===== src/rtl/snake_pkg.sv =====
// Shared snake-game constants: coordinate width, grid pitch, food field bounds,
// reset/fallback food position and the food placer state encoding.
package snake_pkg;

    localparam int unsigned COORD_W       = 11;
    localparam int unsigned GRID          = 20;
    localparam int unsigned X_MIN_DEF     = 20;
    localparam int unsigned X_MAX_DEF     = 760;
    localparam int unsigned Y_MIN_DEF     = 20;
    localparam int unsigned Y_MAX_DEF     = 560;
    localparam int unsigned INIT_X_DEF    = 400;
    localparam int unsigned INIT_Y_DEF    = 300;
    localparam int unsigned MAX_TRIES_DEF = 16;

    typedef logic [COORD_W-1:0] coord_t;

    typedef enum logic [1:0] {
        ST_IDLE   = 2'd0,
        ST_SAMPLE = 2'd1,
        ST_QUERY  = 2'd2
    } fp_state_t;

    function automatic logic in_span(input coord_t v, input coord_t lo, input coord_t hi);
        return (v >= lo) && (v <= hi);
    endfunction

endpackage


===== src/rtl/food_cand_check.sv =====
// Combinational legality test for a food candidate: inside the field bounds and,
// with FOOD_BORDER_EN defined, also off the outermost ring of the field.
module food_cand_check
    import snake_pkg::*;
#(
    parameter int unsigned X_MIN = X_MIN_DEF,
    parameter int unsigned X_MAX = X_MAX_DEF,
    parameter int unsigned Y_MIN = Y_MIN_DEF,
    parameter int unsigned Y_MAX = Y_MAX_DEF
) (
    input  logic [COORD_W-1:0] cand_x_i,
    input  logic [COORD_W-1:0] cand_y_i,
    output logic               legal_o
);

    localparam coord_t XLO = coord_t'(X_MIN);
    localparam coord_t XHI = coord_t'(X_MAX);
    localparam coord_t YLO = coord_t'(Y_MIN);
    localparam coord_t YHI = coord_t'(Y_MAX);

    logic in_range;
    logic on_border;

    always_comb begin
        in_range  = in_span(cand_x_i, XLO, XHI) && in_span(cand_y_i, YLO, YHI);
        on_border = (cand_x_i == XLO) || (cand_x_i == XHI) ||
                    (cand_y_i == YLO) || (cand_y_i == YHI);
`ifdef FOOD_BORDER_EN
        legal_o = in_range && !on_border;
`else
        legal_o = in_range;
`endif
    end

    // Border detect is only consumed when the ring exclusion is built in.
    logic unused_border;
    assign unused_border = on_border;

endmodule


===== src/rtl/food_placer.sv =====
// Food placer: on eat, samples random grid candidates, rejects out-of-range or
// occupied cells via an occupancy query, falls back to INIT position after MAX_TRIES.
// Optional build macro: FOOD_BORDER_EN (excludes the outer ring of the field).
module food_placer
    import snake_pkg::*;
#(
    parameter int unsigned X_MIN     = X_MIN_DEF,
    parameter int unsigned X_MAX     = X_MAX_DEF,
    parameter int unsigned Y_MIN     = Y_MIN_DEF,
    parameter int unsigned Y_MAX     = Y_MAX_DEF,
    parameter int unsigned INIT_X    = INIT_X_DEF,
    parameter int unsigned INIT_Y    = INIT_Y_DEF,
    parameter int unsigned MAX_TRIES = MAX_TRIES_DEF
) (
    input  logic               CLK_100MHz,
    input  logic               rst_n,
    input  logic [COORD_W-1:0] rand_x,
    input  logic [COORD_W-1:0] rand_y,
    input  logic               eat,
    output logic               query_valid,
    output logic [COORD_W-1:0] query_x,
    output logic [COORD_W-1:0] query_y,
    input  logic               occ_valid,
    input  logic               occupied,
    output logic [COORD_W-1:0] food_x,
    output logic [COORD_W-1:0] food_y,
    output logic               food_valid,
    output logic               busy,
    output logic               placed,
    output logic               fail
);

    localparam int unsigned TRY_W = $clog2(MAX_TRIES) + 1;
    localparam logic [TRY_W-1:0] TRY_LAST = TRY_W'(MAX_TRIES - 1);
    localparam coord_t FALLBACK_X = coord_t'(INIT_X);
    localparam coord_t FALLBACK_Y = coord_t'(INIT_Y);

    fp_state_t        state_q, state_d;
    logic [TRY_W-1:0] try_q, try_d;
    logic             qv_q, qv_d;
    coord_t           qx_q, qx_d;
    coord_t           qy_q, qy_d;
    coord_t           fx_q, fx_d;
    coord_t           fy_q, fy_d;
    logic             fv_q, fv_d;
    logic             busy_q, busy_d;
    logic             placed_q, placed_d;
    logic             fail_q, fail_d;

    logic cand_legal;
    logic reject;

    food_cand_check #(
        .X_MIN (X_MIN),
        .X_MAX (X_MAX),
        .Y_MIN (Y_MIN),
        .Y_MAX (Y_MAX)
    ) u_cand_check (
        .cand_x_i (rand_x),
        .cand_y_i (rand_y),
        .legal_o  (cand_legal)
    );

    always_comb begin
        state_d  = state_q;
        try_d    = try_q;
        qv_d     = qv_q;
        qx_d     = qx_q;
        qy_d     = qy_q;
        fx_d     = fx_q;
        fy_d     = fy_q;
        fv_d     = fv_q;
        placed_d = 1'b0;
        fail_d   = 1'b0;
        reject   = 1'b0;

        case (state_q)
            ST_IDLE: begin
                if (eat) begin
                    state_d = ST_SAMPLE;
                    fv_d    = 1'b0;
                    try_d   = '0;
                end
            end
            ST_SAMPLE: begin
                if (cand_legal) begin
                    state_d = ST_QUERY;
                    qv_d    = 1'b1;
                    qx_d    = rand_x;
                    qy_d    = rand_y;
                end else begin
                    reject = 1'b1;
                end
            end
            ST_QUERY: begin
                if (occ_valid) begin
                    qv_d = 1'b0;
                    if (!occupied) begin
                        state_d  = ST_IDLE;
                        fx_d     = qx_q;
                        fy_d     = qy_q;
                        fv_d     = 1'b1;
                        placed_d = 1'b1;
                    end else begin
                        state_d = ST_SAMPLE;
                        reject  = 1'b1;
                    end
                end
            end
            default: begin
                state_d = ST_IDLE;
                qv_d    = 1'b0;
                fv_d    = 1'b1;
            end
        endcase

        // Both rejection sources share one try budget; the last one forces the fallback.
        if (reject) begin
            if (try_q == TRY_LAST) begin
                state_d = ST_IDLE;
                fx_d    = FALLBACK_X;
                fy_d    = FALLBACK_Y;
                fv_d    = 1'b1;
                fail_d  = 1'b1;
            end else begin
                try_d = try_q + TRY_W'(1);
            end
        end

        busy_d = (state_d != ST_IDLE);
    end

    always_ff @(posedge CLK_100MHz or negedge rst_n) begin
        if (!rst_n) begin
            state_q  <= ST_IDLE;
            try_q    <= '0;
            qv_q     <= 1'b0;
            qx_q     <= '0;
            qy_q     <= '0;
            fx_q     <= FALLBACK_X;
            fy_q     <= FALLBACK_Y;
            fv_q     <= 1'b1;
            busy_q   <= 1'b0;
            placed_q <= 1'b0;
            fail_q   <= 1'b0;
        end else begin
            state_q  <= state_d;
            try_q    <= try_d;
            qv_q     <= qv_d;
            qx_q     <= qx_d;
            qy_q     <= qy_d;
            fx_q     <= fx_d;
            fy_q     <= fy_d;
            fv_q     <= fv_d;
            busy_q   <= busy_d;
            placed_q <= placed_d;
            fail_q   <= fail_d;
        end
    end

    assign query_valid = qv_q;
    assign query_x     = qx_q;
    assign query_y     = qy_q;
    assign food_x      = fx_q;
    assign food_y      = fy_q;
    assign food_valid  = fv_q;
    assign busy        = busy_q;
    assign placed      = placed_q;
    assign fail        = fail_q;

endmodule


===== config.mk =====
export PLATFORM = sky130hd
export DESIGN_NAME = food_placer
export DESIGN_NICKNAME = d
export VERILOG_FILES = /design/src/rtl/snake_pkg.sv /design/src/rtl/food_cand_check.sv /design/src/rtl/food_placer.sv
export SDC_FILE = /design/constraint.sdc
export NUM_CORES = 1
export LEC_CHECK = 0
export ABC_AREA = 0
export ABC_CLOCK_PERIOD_IN_PS = 2900
export BUFFER_PORTS_ARGS = -buffer_cell sky130_fd_sc_hd__buf_2
export CORE_MARGIN = 1.5
export CORE_UTILIZATION = 55
export DETAILED_ROUTE_END_ITERATION = 8
export GPL_TIMING_DRIVEN = 0
export PLACE_DENSITY = 0.84
export SLEW_MARGIN = 0
export SYNTH_ARGS = -nofsm -noshare
export SYNTH_HDL_FRONTEND = slang
export SYNTH_SLANG_ARGS = --single-unit
export TNS_END_PERCENT = 100

===== constraint.sdc =====
create_clock -name CLK_100MHz -period 2.9 [get_ports CLK_100MHz]
set_input_delay 0.58 -clock CLK_100MHz [delete_from_list [all_inputs] [get_ports CLK_100MHz]]
set_output_delay 0.58 -clock CLK_100MHz [all_outputs]
set_load 0.02 [all_outputs]

==> metrics.cfg <==
[die]
start_util_pct=58.0
io_pins=76
num_rows=24
die_area_um2=5080
die_y_um=71.2
core_um2=4410
die_w_um=71.2

[clocking]
clockBufferDepth=2
cts_made_buffers=5
root_buffer=clkbuf_8
cts_resized=0
clock_sinks=56
htree_levels=2
ctsHoldBuffers=0
cts_tree=done
insertion_delay_ns=0.32
cts_setup_buffers=0
clk_pin_slew_ns=0.10

[job]
drv_cap=0

[setup_path]
critPathSlowestCell=nor4_1
cp_max_fo=10
max_stage_delay_ns=0.39
path_delay_family=simple AND/OR/NAND/NOR gates
crit_type=input port to flop
cp-end-kind=flop
cp_cell_sequence=buf_2 > nor4_1 > o21bai_1 > and4bb_1 > nor2_1 > o21ai_4 > inv_4 > buf_6 > a21oi_1
crit_buf_inv=3
cp-start-kind=input port
worstPathArrival_ns=2.48
required_ns=3.14

[route]
drcViolationCount=0
wl_per_cell_um=15.1
drt-initial-drc-count=116
vias_per_cell=5.44
drtAntennaViolNets=0
vias=2009
postRouteWirelength_mm=5.59
dr.pass1.iters=4

[min_path]
min_path_type=flop to flop

[global_route]
grt_remaining_overflow=0
grt_pass1_vias=1963
grt_pass1_wl_mm=9.33
grt_usage_pct=23.6
grt_max_degree=57
antenna_found_initial=0

[power_and_ir_drop]
power-per-cell-area_nw_per_um2=972
ir_drop_v=0.000688
power.static_leakage_nw=1.64

[synth]
synth_top_area_share_pct=46.9
yosysWarnings=0
synthCells=234
synth_edf_count=0
syn_area_um2=2560
ys_seq_area_share_pct=55.1
synth_area_leader_cell=dfrtp_1
ys_top_cells_by_count=nand2_1 (52), dfrtp_1 (48), mux2_4 (17)
synthTopCellsByArea=dfrtp_1 (47%), mux2_4 (10%), dfstp_2 (8.2%)
syn_area_per_cell_um2=10.9
ys.flop_type=dfrtp_1
async_reset_ff_share_pct=100
ys_seq_elements=56
synth.most_common_cell=nand2_1
synth_cell_types=40
synthesis.nets=266

[sta]
tns_ns=0
worst_pin_slew_ns=1.19
hold_viol=0
min_period_ns=2.24
report.final.slew_viol_count=0
clock_skew_ns=0.0103
fmax_ghz=0.446
slew_headroom_pct=20.8
finalSetupViolCount=0
min_period_over_period_pct=77.3
rsz0062_at_grt=false

[outcome]
outcome=complete, no violations

[final_layout]
layout-drive-gt1-share_pct=38.5
fillers=347
diodes=0
final_area_um2=3100
fin_nets=348
multi_input_area_um2=1060
syn2layout_area_growth_pct=21.0
seq_area_um2=1410

[placed_design]
placed_area_um2=3000
port_buffers=75
hpwl_mm=4.11
gp_congestion=0.872

[through the flow]
stage / hold slack [ns] / cells / utilization (%) / power [mW] / setup WS (ns)
floorplan: 0.284 / 234 / - / 2.15 / 0.781
global placement: 0.476 / 361 / 68.0 / 2.54 / 0.477
detailed placement: 0.482 / 361 / 68.0 / 2.58 / 0.362
CTS: 0.495 / 369 / 70.2 / 3.03 / 0.692
global route: 0.489 / 369 / 70.2 / 3.20 / 0.502
finish: 0.493 / 369 / 70.2 / 3.01 / 0.657
[power breakdown]
| part | leakage [nW] | internal (mW) | switching [mW] | total [mW] |
|---|---|---|---|---|
| clock network | 0.0463 | 0.178 | 0.274 | 0.452 |
| registers | 0.702 | 1.09 | 0.210 | 1.30 |
| logic | 0.895 | 0.538 | 0.719 | 1.26 |
[final timing paths]
kind,depth (start not counted),start,slack [ns],end
worst max-delay path,9,rand_y[8],0.66,food_y[9]$_DFF_PN0_
worst min-delay path,2,food_y[8]$_DFF_PN1_,0.49,food_y[8]$_DFF_PN1_
worst max register to register,9,state_q[0]$_DFF_PN0_,0.72,food_y[9]$_DFF_PN0_
worst min register to register,2,food_y[8]$_DFF_PN1_,0.49,food_y[8]$_DFF_PN1_
max in group asynchronous,1,rst_n,1.68,food_x[2]$_DFF_PN0_
min in group asynchronous,1,rst_n,0.50,busy$_DFF_PN0_
[cell families (layout without fill, tap and decap cells)]
group	Yosys count	in the layout	share of synthesized area, %
buf+inv	16	99	3.37
simple gates	93	93	16.9
compound gates	40	40	9.43
flops	56	56	55.1
mux	23	23	12.5
xor+xnor	1	1	0.342
fa+ha+maj	5	5	2.44
[state kept, by name, summed over array words and instances (netlist names)]
signal,cells
placed,1
query_x,11
busy,1
query_y,11
food_x,11
try_q,5
food_y,11
state_q,2
food_valid,1
query_valid,1
fail,1
[routing by layer]
metal,up-vias,track usage (%),share of wire [%]
met5,-,0,0
met2,78,37.1,48
met3,9,5.63,7.1
met1,959,32.1,43
met4,0,9.01,1.5
li1,963,-,-
[cell type report]
type	instances	share of cell area, %
clock inverters	3	0.889
clock buffers	5	2.22
repair buffers	75	12.1
multi-input cells	162	34.3
well taps	52	2.10
flip-flops and latches	56	45.6
inverters	7	0.929
plain buffers	9	1.86
[cell usage in the layout (no fill, tap or decap), types with 2 or more instances in the layout]
master / n
dfstp_2: 8
buf_6: 3
and2_1: 4
nand2_1: 52
mux2_2: 3
o21ai_0: 10
dfrtp_1: 48
mux2_4: 17
clkbuf_1: 5
a31o_2: 2
a211oi_1: 3
inv_1: 6
a31oi_1: 3
a21oi_1: 16
clkbuf_8: 5
nor2_1: 8
ha_1: 5
nor4_1: 2
nor3_1: 3
mux2i_1: 3
nand3_1: 13
buf_2: 76
[worst reg2reg max path, delay by kind of cell, from the launching register on]
family / cells / cell delay (ns)
compound gates: 1 / 0.16
fa+ha+maj: 1 / 0.23
buf+inv: 4 / 0.79
flops: 1 / 0.47
simple gates: 3 / 0.44
No activity file was read; power rests on OpenSTA's default activity.
